**config.mk**
```make
export PLATFORM = sky130hd
export DESIGN_NAME = neopixel_tx_multi
export DESIGN_NICKNAME = d
export VERILOG_FILES = /design/src/rtl/neopixel_tx_multi.sv
export SDC_FILE = /design/constraint.sdc
export NUM_CORES = 1
export LEC_CHECK = 0
export ABC_AREA = 1
export CAP_MARGIN = 5
export CELL_PAD_IN_SITES_DETAIL_PLACEMENT = 2
export CELL_PAD_IN_SITES_GLOBAL_PLACEMENT = 2
export CORE_UTILIZATION = 29
export CTS_CLUSTER_DIAMETER = 50
export DETAILED_ROUTE_END_ITERATION = 16
export GPL_TIMING_DRIVEN = 0
export HOLD_SLACK_MARGIN = 0.1
export PLACE_DENSITY_LB_ADDON = 0.1
export RECOVER_POWER = 50
export SLEW_MARGIN = 30
export SYNTH_ARGS = -nofsm -noshare
export SYNTH_HDL_FRONTEND = slang
export SYNTH_SLANG_ARGS = --single-unit
```
**constraint.sdc**
```tcl
create_clock -name i_clk -period 2 [get_ports i_clk]
set_clock_uncertainty 0.05 [all_clocks]
set_input_delay 0.3 -clock i_clk [delete_from_list [all_inputs] [get_ports i_clk]]
set_output_delay 0.3 -clock i_clk [all_outputs]
set_load 0.005 [all_outputs]
```
**src/rtl/neopixel_tx_multi.sv**
```systemverilog
// WS2812/SK6812 frame serialiser: streams N pixels from a synchronous pixel RAM onto one data line.
// Optional global brightness scaling is enabled with the macro NEOPIXEL_TX_BRIGHTNESS_EN.
module neopixel_tx_multi #(
  parameter int BPP    = 24,
  parameter int ADDR_W = 8,
  parameter int T0H    = 8,
  parameter int T0L    = 24,
  parameter int T1H    = 16,
  parameter int T1L    = 16,
  parameter int TRESET = 2200,
  parameter int CNT_W  = 16
) (
  input  logic              i_clk,
  input  logic              i_reset,
  input  logic              i_start,
  input  logic              i_repeat,
  input  logic [ADDR_W:0]   i_num_pixels,
  output logic [ADDR_W-1:0] o_mem_addr,
  input  logic [BPP-1:0]    i_mem_data,
`ifdef NEOPIXEL_TX_BRIGHTNESS_EN
  input  logic [7:0]        i_brightness,
`endif
  output logic              o_busy,
  output logic              o_done,
  output logic              o_led_out
);

  localparam int BIT_W = $clog2(BPP);

  localparam logic [2:0] S_IDLE  = 3'd0;
  localparam logic [2:0] S_FETCH = 3'd1;
  localparam logic [2:0] S_HIGH  = 3'd2;
  localparam logic [2:0] S_LOW   = 3'd3;
  localparam logic [2:0] S_LATCH = 3'd4;

  localparam logic [CNT_W-1:0]  C_T0H_LAST = CNT_W'(T0H - 1);
  localparam logic [CNT_W-1:0]  C_T0L_LAST = CNT_W'(T0L - 1);
  localparam logic [CNT_W-1:0]  C_T1H_LAST = CNT_W'(T1H - 1);
  localparam logic [CNT_W-1:0]  C_T1L_LAST = CNT_W'(T1L - 1);
  localparam logic [CNT_W-1:0]  C_TRST_LAST = CNT_W'(TRESET - 1);
  localparam logic [CNT_W-1:0]  C_CNT_ONE  = CNT_W'(1);
  localparam logic [BIT_W-1:0]  C_BIT_LAST = BIT_W'(BPP - 1);
  localparam logic [BIT_W-1:0]  C_BIT_ONE  = BIT_W'(1);
  localparam logic [ADDR_W:0]   C_PIX_ONE  = (ADDR_W+1)'(1);
  localparam logic [ADDR_W-1:0] C_ADDR_ONE = ADDR_W'(1);
  localparam logic [ADDR_W-1:0] C_ADDR_TWO = ADDR_W'(2);

  logic [2:0]       r_state;
  logic [CNT_W-1:0] r_cnt;
  logic [BIT_W-1:0] r_bit_idx;
  logic [ADDR_W:0]  r_pix_idx;
  logic [ADDR_W:0]  r_count;
  logic [BPP-1:0]   r_shift;
  logic [BPP-1:0]   r_pref;
  logic [1:0]       r_pf_dly;

  logic [BPP-1:0]   w_word;
  logic [CNT_W-1:0] w_hi_last;
  logic [CNT_W-1:0] w_lo_last;
  logic             w_last_bit;
  logic             w_last_pix;

`ifdef NEOPIXEL_TX_BRIGHTNESS_EN
  // Each 8-bit channel is scaled by brightness/256 as the word is captured.
  function automatic logic [BPP-1:0] f_scale(input logic [BPP-1:0] w, input logic [7:0] b);
    logic [15:0] p;
    f_scale = '0;
    for (int c = 0; c < BPP/8; c++) begin
      p = {8'd0, w[c*8 +: 8]} * {8'd0, b};
      f_scale[c*8 +: 8] = 8'(p >> 8);
    end
  endfunction

  assign w_word = f_scale(i_mem_data, i_brightness);
`else
  assign w_word = i_mem_data;
`endif

  assign w_hi_last  = r_shift[BPP-1] ? C_T1H_LAST : C_T0H_LAST;
  assign w_lo_last  = r_shift[BPP-1] ? C_T1L_LAST : C_T0L_LAST;
  assign w_last_bit = (r_bit_idx == C_BIT_LAST);
  assign w_last_pix = (r_pix_idx == (r_count - C_PIX_ONE));

  // The address is parked at 0 through LATCH and IDLE so the RAM output is
  // already mem[0] during the single FETCH cycle.
  always_ff @(posedge i_clk) begin
    if (i_reset) begin
      r_state    <= S_IDLE;
      r_cnt      <= '0;
      r_bit_idx  <= '0;
      r_pix_idx  <= '0;
      r_count    <= '0;
      r_shift    <= '0;
      r_pref     <= '0;
      r_pf_dly   <= '0;
      o_mem_addr <= '0;
      o_busy     <= 1'b0;
      o_done     <= 1'b0;
      o_led_out  <= 1'b0;
    end else begin
      o_done <= 1'b0;

      // Prefetch capture lands two edges after an address change: one edge for
      // the RAM to register the address, one to take its output.
      if (r_pf_dly != 2'd0) begin
        r_pf_dly <= r_pf_dly - 2'd1;
        if (r_pf_dly == 2'd1) r_pref <= w_word;
      end

      case (r_state)
        S_IDLE: begin
          o_led_out <= 1'b0;
          r_cnt     <= '0;
          if (i_start && (i_num_pixels != '0)) begin
            r_count    <= i_num_pixels;
            o_mem_addr <= '0;
            o_busy     <= 1'b1;
            r_state    <= S_FETCH;
          end
        end

        S_FETCH: begin
          r_shift    <= w_word;
          r_bit_idx  <= '0;
          r_pix_idx  <= '0;
          o_mem_addr <= C_ADDR_ONE;
          r_pf_dly   <= 2'd2;
          r_cnt      <= '0;
          o_led_out  <= 1'b1;
          r_state    <= S_HIGH;
        end

        S_HIGH: begin
          if (r_cnt == w_hi_last) begin
            r_cnt     <= '0;
            o_led_out <= 1'b0;
            r_state   <= S_LOW;
          end else begin
            r_cnt <= r_cnt + C_CNT_ONE;
          end
        end

        S_LOW: begin
          if (r_cnt == w_lo_last) begin
            r_cnt <= '0;
            if (!w_last_bit) begin
              r_shift   <= {r_shift[BPP-2:0], 1'b0};
              r_bit_idx <= r_bit_idx + C_BIT_ONE;
              o_led_out <= 1'b1;
              r_state   <= S_HIGH;
            end else if (!w_last_pix) begin
              r_shift    <= r_pref;
              r_bit_idx  <= '0;
              r_pix_idx  <= r_pix_idx + C_PIX_ONE;
              o_mem_addr <= r_pix_idx[ADDR_W-1:0] + C_ADDR_TWO;
              r_pf_dly   <= 2'd2;
              o_led_out  <= 1'b1;
              r_state    <= S_HIGH;
            end else begin
              o_mem_addr <= '0;
              r_state    <= S_LATCH;
            end
          end else begin
            r_cnt <= r_cnt + C_CNT_ONE;
          end
        end

        S_LATCH: begin
          o_led_out <= 1'b0;
          if (r_cnt == C_TRST_LAST) begin
            r_cnt  <= '0;
            o_done <= 1'b1;
            if (i_repeat && (i_num_pixels != '0)) begin
              r_count    <= i_num_pixels;
              o_mem_addr <= '0;
              r_state    <= S_FETCH;
            end else begin
              o_busy  <= 1'b0;
              r_state <= S_IDLE;
            end
          end else begin
            r_cnt <= r_cnt + C_CNT_ONE;
          end
        end

        default: begin
          o_led_out <= 1'b0;
          o_busy    <= 1'b0;
          r_state   <= S_IDLE;
        end
      endcase
    end
  end

endmodule

```
# Yosys cells after proc, flatten, opt, wreduce, memory -nomap -nowiden
# Index checks and enable logic that the tools add are counted.
word_totals:
  inputBits: 37
  out_inout_bits: 11
  register_bits: 103
  wordCells: 111
classes:
  n_bitwise: 2
  n_addsub: 6
  reduce_logical: 20
  n_eq_ne: 19
  mux: 52
ops:
  columns: ["cell", "count"]
  rows:
  - ["$mux 24", 3]
  - ["$pmux 16 s4", 1]
  - ["$mux 9", 6]
  - ["$mux 16", 3]
  - ["$mux 8", 6]
  - ["$pmux 24 s2", 1]
  - ["$pmux 9 s2", 2]
  - ["$pmux 8 s4", 1]
  - ["$mux 5", 4]
  - ["$mux 3", 6]
  - ["$add 16x1->16 const B", 1]
  - ["$eq 16x12->1 const B", 1]
  - ["$eq 16x4->1", 1]
  - ["$eq 16x5->1", 1]
  - ["$ne 2x2->1 const B", 8]
  - ["$reduce_and 4->1", 4]
  - ["$pmux 3 s5", 1]
  - ["$pmux 5 s2", 1]
  - ["$add 9x1->9 const B", 1]
  - ["$eq 9x9->1", 1]
  - ["$mux 1", 9]
  - ["$reduce_bool 9->1", 1]
  - ["$sub 9x1->9 const B", 1]
  - ["$add 8x2->8 const B", 1]
  - ["22 further kinds", 34]

# Logic depth before layout (Yosys ltp)
# Gate-level depths: netlist (run 1).
logic_depth:
  depth_word: 6
  ltp_mapped: 16
  ltp_nobuf: 15

# Worst setup path before layout (run 1)
# No wires, ideal clock.
synth_timing:
  path_kind: "flip-flop to flip-flop"
  start: "reg r_count[0]"
  end: "reg r_shift[18]"
  setup_time_ns: 0.125
  synth_period_minus_slack_ns: 1.906
  path_buffers: 1
  path_slack_ns: 0.094
  required_time_ns: 1.825
  t_arrival_ns: 1.731
  stages_incl_launch_ff: 17
  cell_sequence: "dfxtp_1 inv_1 ha_1 nand2_1 nor2_1 nand2_1 nand2_1 nand2_1 inv_1 nand2_1 nor2_2 nand3_2 nand3_4 buf_6 nand2_1 nand2_1 a21oi_2"
synth_between:
  elab_chain_len: 4
synth_lines:
  columns: ["item", "line", "rtl"]
  rows:
  - ["start: declaration", "52", "logic [ADDR_W:0] r_count;"]
  - ["start signal: assignment", "115", "r_count <= i_num_pixels;"]
  - ["start signal: assignment", "174", "r_count <= i_num_pixels;"]
  - ["$sub 9x1->9", "82", "assign w_last_pix = (r_pix_idx == (r_count - C_PIX_ONE));"]
  - ["$eq 9x9->1", "82", null]
  - ["$ne 3x3->1 (no source line)", null, null]
  - ["$reduce_and 3->1 (no source line)", null, null]
  - ["end signal: assignment", "123", "r_shift <= w_word;"]
  - ["end signal: assignment", "147", "r_shift <= {r_shift[BPP-2:0], 1'b0};"]
  - ["end signal: assignment", "152", "r_shift <= r_pref;"]
  - ["end: declaration", "53", "logic [BPP-1:0] r_shift;"]
# No other way between the ends.
# A chain may end at the register's enable or synchronous reset.

# Worst setup path in the final report (run 1)
layout_timing:
  start: "reg r_count[0]"
  end: "reg r_bit_idx[4]"
layout_between:
  elab_chain_len: 4
layout_lines:
  columns: ["item", "line", "rtl"]
  rows:
  - ["$sub 9x1->9", "82", null]
  - ["$eq 9x9->1", "82", null]
  - ["$ne 3x3->1 (no source line)", null, null]
  - ["$reduce_and 3->1 (no source line)", null, null]
  - ["end signal: assignment", "148", "r_bit_idx <= r_bit_idx + C_BIT_ONE;"]
  - ["end: declaration", "50", "logic [BIT_W-1:0] r_bit_idx;"]
# No other way between the ends.

==> results of run 1 <==
-- cell type report --
class                           instances  share of cell area, %
Multi-Input combinational cell        572                   45.9
Sequential cell                       103                   27.8
Timing Repair Buffer                   76                   10.2
Inverter                              100                   5.24
Tap cell                              229                   3.83
Clock buffer                            9                   3.01
Buffer                                 34                   2.89
Clock inverter                          7                   1.12
-- layer usage --
layer  up-vias  global-route usage (%)
met5         -                       0
met4         0                    3.51
met3        17                    3.42
met2        42                    38.4
met1      2771                    23.7
li1       2784                       -
-- cells in the mapped netlist, types with 2 or more instances --
library cell	instances
nand3_1	51
nand2_2	8
ha_1	5
o21ai_0	40
dfxtp_1	103
clkbuf_1	18
a21oi_1	46
buf_2	8
nand3b_1	3
xor2_1	17
a221oi_1	23
buf_1	2
o21ai_1	4
inv_2	11
xnor2_1	6
nand4_1	9
nand3_2	2
a21oi_2	14
inv_1	87
nor2_1	130
nand2_1	179
nor3_1	10
o211ai_1	3
nor2_2	11
buf_6	5
nor4_1	4
-- critical path: stages, from the launching register on --
cell and delay (ps):
dfxtp_4 360, inv_4 70, ha_4 150, nand2_1 100
nor2_4 130, nand2_1 80, nand2_1 60, nand3_1 140
nand2_2 150, nor2_4 60, nand3_4 80, nand3_4 100
buf_12 170, clkbuf_16 160, nand2_2 50, nand2_1 50
a21oi_1 150
-- repair_timing --
item	CTS	global route
endpoints found under the setup margin	77	72
gates cloned	3	2
setup buffers	17	10
resized for setup	81	123
pin swaps	15	26
-- sequential cells by signal, summed over array words and instances, names as in the netlist --
name / count
o_led_out: 1
o_done: 1
r_count: 9
r_pf_dly: 2
o_busy: 1
o_mem_addr: 8
r_pix_idx: 9
r_cnt: 16
r_shift: 24
r_state: 3
r_bit_idx: 5
r_pref: 24
-- power by group through the flow --
stage	sequential [W]	clock (W)	combinational (W)
floorplan	0.00270	0	0.00231
global placement	0.00276	0	0.00306
detailed placement	0.00279	0	0.00321
CTS	0.00276	0.00198	0.00391
global route	0.00282	0.00204	0.00510
finish	0.00277	0.00191	0.00465
-- worst max-delay path by stage --
stage / startpoint / endpoint / slack [ps]
finish: r_count[0] / r_bit_idx[4] / -190
global route: r_count[0] / r_bit_idx[4] / -360
CTS: r_count[0] / r_shift[6] / -230
detailed placement: i_num_pixels[8] / r_count[7] / -600
global placement: i_num_pixels[8] / r_count[7] / -530
floorplan: r_count[0] / r_shift[18] / 90
-- logic make-up (layout without fill, tap and decap cells) --
group	after synthesis	count (layout)	share of synthesized area, %
AOI/OAI and AO/OA	133	133	15.1
xor gates and xnor gates	23	23	3.69
adders and majority gates	5	5	1.15
buffers and inverters	134	226	10.2
DFF	103	103	37.8
and+or+nand+nor	411	411	32.1
-- metrics by stage --
stage	setup TNS [ps]	instances	utilization (%)	hold WS, ps	area, µm²
2_1_floorplan	0	809	-	373	5460
3_3_place_gp	-23180	1084	34.1	391	6210
3_5_place_dp	-30040	1084	34.1	392	6210
4_1_cts	-6510	1119	38.4	331	6990
5_1_grt	-11900	1130	41.1	356	7480
6_report	-4200	1130	41.1	344	7480
==> impl_results.md, run 1 <==
- Hold_sp: i_reset
- WP data arrival: 2430 ps
- Synth Flop Type: dfxtp_1
- Via count: 5,614
- Grt ovf: 0
- Max-slew headroom: 45.3%
- Vias per inst: 4.97
- Hold buffer count at cts: 0
- H-tree level count: 3
- Hold Path Depth: 2
- Antenna Nets Post-Route: 0
- Origin of the critical flop-to-flop path: r_count[0]
- Pwr dens: approximately 1200 nW/µm²
- Leakage: 3.01 nW
- Post-DR wirelength/cell: 17.3 µm
- CTS sink count: about 100
- Initial DRC count: 205
- Commonest non-fill, non-tap cells in the layout: nand2_1 (120), nor2_1 (112), dfxtp_1 (92)
- CTS clock-pin slew for the worst setup and hold paths: 80 ps
- Total Wirelength: slightly below 20 mm
- Drt pass-1 iters: 7
- Io pins: 48
- Fill count: 2,106
- Die Area: 19,400 µm²
- Mean Syn Cell Area: about 6.7 µm²
- Dpl hpwl: 13.5 mm
- Distinct cells, synth: 36
- Ant. Diodes: 0
- Core area: roughly 18,000 µm²
- Overall Power: 0.00933 W
- Worst min-delay path category: input pin to flop
- # nets final: 938
- Reg2reg end: r_bit_idx[4]
- Worst-case reg-to-reg path depth: 16
- Fmax: approximately 0.46 GHz
- Vias in the first global route: a little over 6,000
- Clock latency at the later pin of the worst-skew pair: 360 ps
- Sequential fraction of the synthesis area: 37.8%
- Worst VDD drop: about 0.46 mV
- Syn_nets: 851
- Fraction of layout cells with a size suffix above 1: about 28%
- Cells after Synth: 809
- Largest cells by area after synthesis: dfxtp_1 (38%), nand2_1 (12%), nor2_1 (8.9%)
- Row count: 49
- Reg2Reg Setup Slack: -190 ps
- Placement Setup Slack: -602 ps
- CP Capture Type: flop
- Initial Util: between 20% and 30%
- Antenna violations before repair: 0
- YS warnings: 0
- Final worst-path cycle share: 109%
- Leading cell type in the layout, fill and taps excluded: nand2_1
- Area leader, netlist: dfxtp_1
- CTS tree: done
- Clock Path Buffers: 2
- # setup viols final: just over 40
- Die H: 139 µm
- Async set or reset register ratio after synthesis: 0%
- GRT Util Overall: between 20% and 30%
- Clock Power Share: 20.5%
- Post-Route M1 WL: 8.50 mm
- WHS Endpoint: r_bit_idx[2]
- Flop pwr share: 29.7%
- Crit path required time: 2240 ps
- Area of the multi-input gates: approximately 3400 µm²
- Slew @ Worst Pin: 820 ps
- Slew Viols, Final: 0
- Drt drc: 0
- Top layer in use: met4
- Post-Syn Area: 5460 µm²
- Die width: 139 µm
- Metal3 WL: 326 µm
- Comb pwr share: between 40% and 50%
- Status: finished, violations left
- Synth top area share: 37.8%
- Hold Violations, Final: 0
- CTS buffer count: 9
- Setup CP Type: flop to flop
- Post-layout minimum cycle time: 2190 ps
- Critical Path Start Type: flop
- FF+latch area: 2080 µm²
- Sw Ratio: 43.2%
- Seq cells post-synth: 103
- Largest net degree at the start of global routing: 20
- Root Driver: clkbuf_16
- Max capacitance violation total: 0
- CP max FO: 5
- WL met2: 10.5 mm
- Number of synthesized flops with an enable pin: 0
- Unrepaired setup endpoints after global routing: yes
- P_int: 0.00530 W
- Switch Pwr: 0.00403 W
- IO buf count: 46
- Routability congestion estimate from global placement: ~0.8
- Violated checks: negative setup slack
- Synth-to-Final Area Change: 37.0%
- Setup ws final: -188 ps
- First-pass GRT wire length: approximately 31 mm
No activity file was read; power rests on OpenSTA's default activity.
==> run 2, diff against run 1 <==
--- a/config.mk
+++ b/config.mk
@@ -6,10 +6,11 @@
 export NUM_CORES = 1
 export LEC_CHECK = 0
 export ABC_AREA = 1
-export CAP_MARGIN = 5
+export CAP_MARGIN = 20
 export CELL_PAD_IN_SITES_DETAIL_PLACEMENT = 2
 export CELL_PAD_IN_SITES_GLOBAL_PLACEMENT = 2
-export CORE_UTILIZATION = 29
+export CORE_UTILIZATION = 30
+export CTS_BUF_LIST = sky130_fd_sc_hd__clkbuf_4
 export CTS_CLUSTER_DIAMETER = 50
 export DETAILED_ROUTE_END_ITERATION = 16
 export GPL_TIMING_DRIVEN = 0
==> run 2 against run 1 <==
Final area is 3.3% higher. Hold slack worse by 170 ps. Register-to-register slack worse by 130 ps. Wire length is 17% higher. Largest cell class unchanged. Total power is 3.0% higher. Setup slack worse by 130 ps. The run still ends with negative setup slack left. Global-route usage is 0.68 points higher.
==> impl_results.md, run 2 (synthesized netlist as in run 1, its figures left out) <==
- # nets final: 967 (+3.1%)
- Largest net degree at the start of global routing: 18 (-10%)
- CTS buffer count: 9 (unchanged)
- Fill count: 2,016 (-4.3%)
- Hold Violations, Final: 0 (unchanged)
- H-tree level count: 3 (unchanged)
- Initial Util: 31.1% (+1.1 points)
- Commonest non-fill, non-tap cells in the layout: nor2_1 (113), nand2_1 (112), dfxtp_1 (85)
- First-pass GRT wire length: 30.4 mm (-2.5%)
- Worst min-delay path category: input pin to flop
- Pwr dens: 1240 nW/µm² (-0.24%)
- Max-slew headroom: 44.3% (-1.0 points)
- Clock latency at the later pin of the worst-skew pair: 500 ps (+140 ps)
- WP buf/inv: 4 (+1)
- P_int: 0.00519 W (-2.2%)
- Largest registers: r_pref x24, r_shift x24, r_cnt x16
- Dpl hpwl: 13.7 mm (+0.99%)
- Switch Pwr: 0.00443 W (+9.8%)
- Leading cell type in the layout, fill and taps excluded: nor2_1
- Placement Setup Slack: -564 ps (+37.7 ps)
- Clock Path Buffers: 2 (unchanged)
- Antenna violations before repair: 1 (+1)
- IO buf count: 46 (unchanged)
- Initial DRC count: 228 (+11%)
- Slew @ Worst Pin: 835 ps (+15.1 ps)
- GRT Util Overall: 20.9% (+0.68 points)
- Via count: 5,965 (+6.3%)
- CTS sink count: 103 (unchanged)
- Final worst-path cycle share: 116% (+6.7 points)
- Setup CP Type: flop to flop
- Violated checks: negative setup slack
- CTS tree: done
- Total Wirelength: 22.9 mm (+17%)
- Crit path max-delay family: simple AND/OR/NAND/NOR gates
- Antenna Nets Post-Route: 0 (unchanged)
- Vias in the first global route: 6,007 (-2.6%)
- # setup viols final: 62 (+51%)
- CTS clock-pin slew for the worst setup and hold paths: 190 ps (+110 ps)
- Slew Viols, Final: 0 (unchanged)
- Vias per inst: 5.16 (+3.9%)
- WP data arrival: 2690 ps (+260 ps)
- Max capacitance violation total: 0 (unchanged)
- CP max FO: 5 (unchanged)
- Root Driver: clkbuf_4
- Die H: 137 µm (-1.7%)
- Row count: 48 (-2.0%)
- Cell Chain, Critical Path: inv_1 > nand2_1 > nand2_1 > nor2_4 > nand2_2 > nor2_2 > nand2_2 > nor2_4 > nand3_4 > nand3_4 > buf_6 > clkinv_8 > clkbuf_16 > a21oi_2
- Flop pwr share: 29.0% (-0.7 points)
- Final Non-Filler Cells: 1,156 (+2.3%)
- Fraction of layout cells with a size suffix above 1: 31.6% (+3.6 points)
- Unrepaired setup endpoints after global routing: yes
- Util after Layout: 44.0% (+3.0 points)
- Grt ovf: 0 (unchanged)
- Die Area: 18,700 µm² (-3.3%)
- Comb pwr share: 57.1% (+7.3 points)
- Critical Path Start Type: flop
- Placed Cells: 1,080 (-0.37%)
- Hold WS: 169 ps (-175 ps)
- Drt drc: 0 (unchanged)
- Critical path's slowest cell: dfxtp_1
- Fmax: 0.431 GHz (-5.8%)
- Status: finished, violations left
- Crit path required time: 2370 ps (+130 ps)
- Die width: 137 µm (-1.7%)
- Io pins: 48 (unchanged)
- Sw Ratio: 46.1% (+2.9 points)
- Worst VDD drop: 0.447 mV (-3.9%)
- Post-layout minimum cycle time: 2320 ps (+135 ps)
- Synth-to-Final Area Change: 41.5%
- Leakage: 3.15 nW (+4.6%)
- CP Capture Type: flop
- Post-DR wirelength/cell: 19.8 µm (+15%)
- Peak per-stage delay on the critical path: 490 ps (+130 ps)
- Drt pass-1 iters: 5 (-2)
- Setup ws final: -323 ps (-135 ps)
- Clock Power Share: 13.9% (-6.6 points)
- Core area: 17,500 µm² (-3.7%)
- Routability congestion estimate from global placement: 0.767 (-5.1%)
- Hold buffer count at cts: 0 (unchanged)
run 2: area by class of cell:
type | count | area [µm²] | area share, %
diodes | 1 | 2.50 | 0.0324
plain buffers | 34 | 229 | 2.96
clock buffers | 9 | 67.6 | 0.875
clock inverters | 7 | 96.3 | 1.25
inverters | 100 | 413 | 5.35
multi-input cells | 574 | 3520 | 45.5
flip-flops and latches | 103 | 2090 | 27.1
well taps | 225 | 282 | 3.64
repair buffers | 101 | 1010 | 13.1
repair inverters | 2 | 15.0 | 0.194
run 2: power groups by stage:
stage	clock [W]	combinational, W	sequential (W)
after floorplan	0	0.00231	0.00270
after global placement	0	0.00307	0.00276
after global routing	0.00143	0.00591	0.00283
after CTS	0.00136	0.00366	0.00275
final	0.00134	0.00549	0.00279
after detailed placement	0	0.00324	0.00279
run 2: worst paths after layout:
path              slack (ps)         start      endpoint  cells after the start
setup reg to reg        -320  r_pix_idx[0]   r_shift[22]                     14
setup / recovery        -320  r_pix_idx[0]   r_shift[22]                     14
hold / removal           170       i_reset  r_bit_idx[2]                      2
hold reg to reg          410        o_busy        o_busy                      2
run 2: per-stage QoR:
step	total power, W	area (µm²)	setup TNS, ps
2_1_floorplan	0.00502	5460	0
3_3_place_gp	0.00582	6200	-22160
3_5_place_dp	0.00603	6200	-27870
4_1_cts	0.00776	6710	-7810
5_1_grt	0.0102	7720	-15940
6_report	0.00961	7720	-8560
run 2: what timing repair did:
action	4_1_cts	5_1_grt
gates cloned	1	9
buffers inserted	16	34
pin swaps	9	28
endpoints found under the setup margin	77	77
resized for setup	67	180
run 2: routing by layer:
layer	track usage, %	vias to the layer above	share of wire (%)
met1	25.2	2982	42
met4	8.12	0	2.7
met5	0	-	0
met3	2.30	46	1.9
li1	-	2849	-
met2	37.6	88	53
==> run 3, diff against run 2 <==
--- a/config.mk
+++ b/config.mk
@@ -10,11 +10,12 @@
 export CELL_PAD_IN_SITES_DETAIL_PLACEMENT = 2
 export CELL_PAD_IN_SITES_GLOBAL_PLACEMENT = 2
 export CORE_UTILIZATION = 30
-export CTS_BUF_LIST = sky130_fd_sc_hd__clkbuf_4
+export CTS_BUF_LIST = sky130_fd_sc_hd__clkbuf_8
 export CTS_CLUSTER_DIAMETER = 50
 export DETAILED_ROUTE_END_ITERATION = 16
 export GPL_TIMING_DRIVEN = 0
 export HOLD_SLACK_MARGIN = 0.1
+export MAX_ROUTING_LAYER = met4
 export PLACE_DENSITY_LB_ADDON = 0.1
 export RECOVER_POWER = 50
 export SLEW_MARGIN = 30
==> run 3 against run 2 <==
The run still ends with negative setup slack left. Global-route usage is 1.0 points higher. Combinational power rose by 1%. Register-to-register slack improved by 70 ps. Maximum frequency rose by 3.0%. Via count is 1.3% lower. Die area unchanged. Critical endpoint is now r_shift[0].
==> impl_results.md, run 3 (synthesized netlist as in run 1, its figures left out) <==
- Status: finished, violations left
- Violated checks: negative setup slack
- Fmax: 0.443 GHz (+3.0%)
- H-tree level count: 3 (unchanged)
- Drt drc: 0 (unchanged)
- Post-route cell area: 7830 µm² (+1.3%)
- Leading cell type in the layout, fill and taps excluded: nand2_1
- Fraction of layout cells with a size suffix above 1: 32.7% (+1.1 points)
- DP Area: 6200 µm² (unchanged)
- CP max FO: 5 (unchanged)
- Dpl hpwl: 13.7 mm (unchanged)
- Worst-case reg-to-reg path depth: 15 (+1)
- Ant. Diodes: 0 (-1)
- Max-slew headroom: 40.5% (-3.8 points)
- Post-DR wirelength/cell: 19.6 µm (-1.0%)
- Drt pass-1 iters: 4 (-1)
- Synth-to-Final Area Change: 43.3%
- IO buf count: 46 (unchanged)
- Setup ws final: -256 ps (+66.6 ps)
- Overall Power: 0.00993 W (+3.3%)
- Final worst-path cycle share: 113% (-3.3 points)
- First-pass GRT wire length: 30.9 mm (+1.6%)
- Unrepaired setup endpoints after global routing: yes
- Placed Cells: 1,080 (unchanged)
- # nets final: 961 (-0.62%)
- Most used routing layer: met2
- Antenna violations before repair: 0 (-1)
- Hold Violations, Final: 0 (unchanged)
- Post-layout minimum cycle time: 2260 ps (-66.6 ps)
- Via count: 5,887 (-1.3%)
- CTS tree: done
- Hold Path Depth: 2 (unchanged)
- Slew @ Worst Pin: 892 ps (+57.5 ps)
- Die H: 137 µm (unchanged)
- Leakage: 3.15 nW (about the same)
- Vias per inst: 5.12 (-0.71%)
- Critical Path Start Type: flop
- Largest net degree at the start of global routing: 18 (unchanged)
- Largest registers: r_pref x24, r_shift x24, r_cnt x16
- Worst min-delay path category: input pin to flop
- Die width: 137 µm (unchanged)
- WP data arrival: 2530 ps (-160 ps)
- Hold buffer count at cts: 0 (unchanged)
- # setup viols final: 71 (+15%)
- Worst VDD drop: 0.451 mV (+0.94%)
- Commonest non-fill, non-tap cells in the layout: nand2_1 (110), nor2_1 (108), dfxtp_1 (89)
- Vias in the first global route: 6,071 (+1.1%)
- Antenna Nets Post-Route: 0 (unchanged)
- Core area: 17,500 µm² (unchanged)
- M1 GR Usage: 25.5% (+0.30 points)
- Setup CP Type: flop to flop
- Die Area: 18,700 µm² (unchanged)
- Pwr dens: 1270 nW/µm² (+1.9%)
- Clock Path Buffers: 2 (unchanged)
- CTS sink count: 103 (unchanged)
- M3 GR Usage: 2.22% (-0.074 points)
- CP Capture Type: flop
- Grt ovf: 0 (unchanged)
- Clock latency at the later pin of the worst-skew pair: 410 ps (-90 ps)
- Setup TNS: -9970 ps (-1420 ps)
- Final Non-Filler Cells: 1,149 (-0.61%)
- Routability congestion estimate from global placement: 0.777 (+1.3%)
- Initial DRC count: 202 (-11%)
- Row count: 48 (unchanged)
- Crit path required time: 2280 ps (-90 ps)
- Slew Viols, Final: 0 (unchanged)
- Total Wirelength: 22.5 mm (-1.6%)
- Initial Util: 31.1% (unchanged)
- Io pins: 48 (unchanged)
- Met2 GRT Util: 38.9% (+1.3 points)
- Max capacitance violation total: 0 (unchanged)
- Root Driver: clkbuf_8
- GRT Util Overall: 21.9% (+1.0 points)
- Placement Setup Slack: -564 ps (unchanged)
- CTS buffer count: 9 (unchanged)
- CTS clock-pin slew for the worst setup and hold paths: 110 ps (-80 ps)
==> run 3: cell count changes in the layout (fill, tap and decap cells not counted), sizes merged <==
cell | previous run | this run
buf | 66 | 61
diode | 1 | 0
clkbuf | 32 | 31
nand2 | 188 | 189
clkinv | 6 | 5
==> run 3: per-layer routing <==
metal  vias to the layer above  share of wire [%]
li1                       2839                  -
met4                         0                2.9
met1                      2933                 42
met5                         -                  0
met3                        33                1.7
met2                        82                 53
==> run 3: area by class of cell <==
type                       instances  area [µm²]
inverter                         100         410
fill                            1964        9710
multi-input combinational        575        3570
tap                              225         282
buffer                            34         226
timing repair buffer              95        1010
clock buffer                       9         124
sequential                       103        2090
clock inverter                     7        96.3
timing repair inverter             1        11.3
==> run 3: final timing paths <==
kind	from	to	slack [ps]
hold / removal	i_reset	r_bit_idx[3]	290
setup reg to reg	r_cnt[0]	r_shift[0]	-260
setup / recovery	r_cnt[0]	r_shift[0]	-260
hold reg to reg	o_busy	o_busy	400
==> run 3: report_power, final <==
group | internal, W | leakage [nW] | switching, W
Sequential | 0.00249 | 0.846 | 0.000307
Combinational | 0.00228 | 2.19 | 0.00330
Clock | 0.000711 | 0.114 | 0.000850
==> run 3: what timing repair did <==
item / 4_1_cts / 5_1_grt
gates resized for setup: 73 / 184
hold endpoints to repair: 0 / 0
setup buffers: 16 / 28
endpoints found under the setup margin: 77 / 77
gates cloned: 3 / 7
pin swaps: 15 / 34
==> run 3: critical path, cell delays in order (launching register included) <==
cell      delay (ps)
dfxtp_2          390
ha_4             170
nand2_4           60
inv_2             80
nand2_2           60
a21oi_2          160
nand4_1          200
nand2_2          160
nand2_4           70
clkinv_4          70
nand3_4          130
buf_12           190
buf_8            140
nand2_2           70
nand2_2           40
a21oi_1          160
==> run 3: stage by stage <==
| stage | util (%) | hold slack [ps] |
|---|---|---|
| detailed placement | 35.4 | 394 |
| floorplan | - | 373 |
| global placement | 35.4 | 389 |
| finish | 44.6 | 286 |
| global route | 44.6 | 336 |
| CTS | 39.1 | 268 |
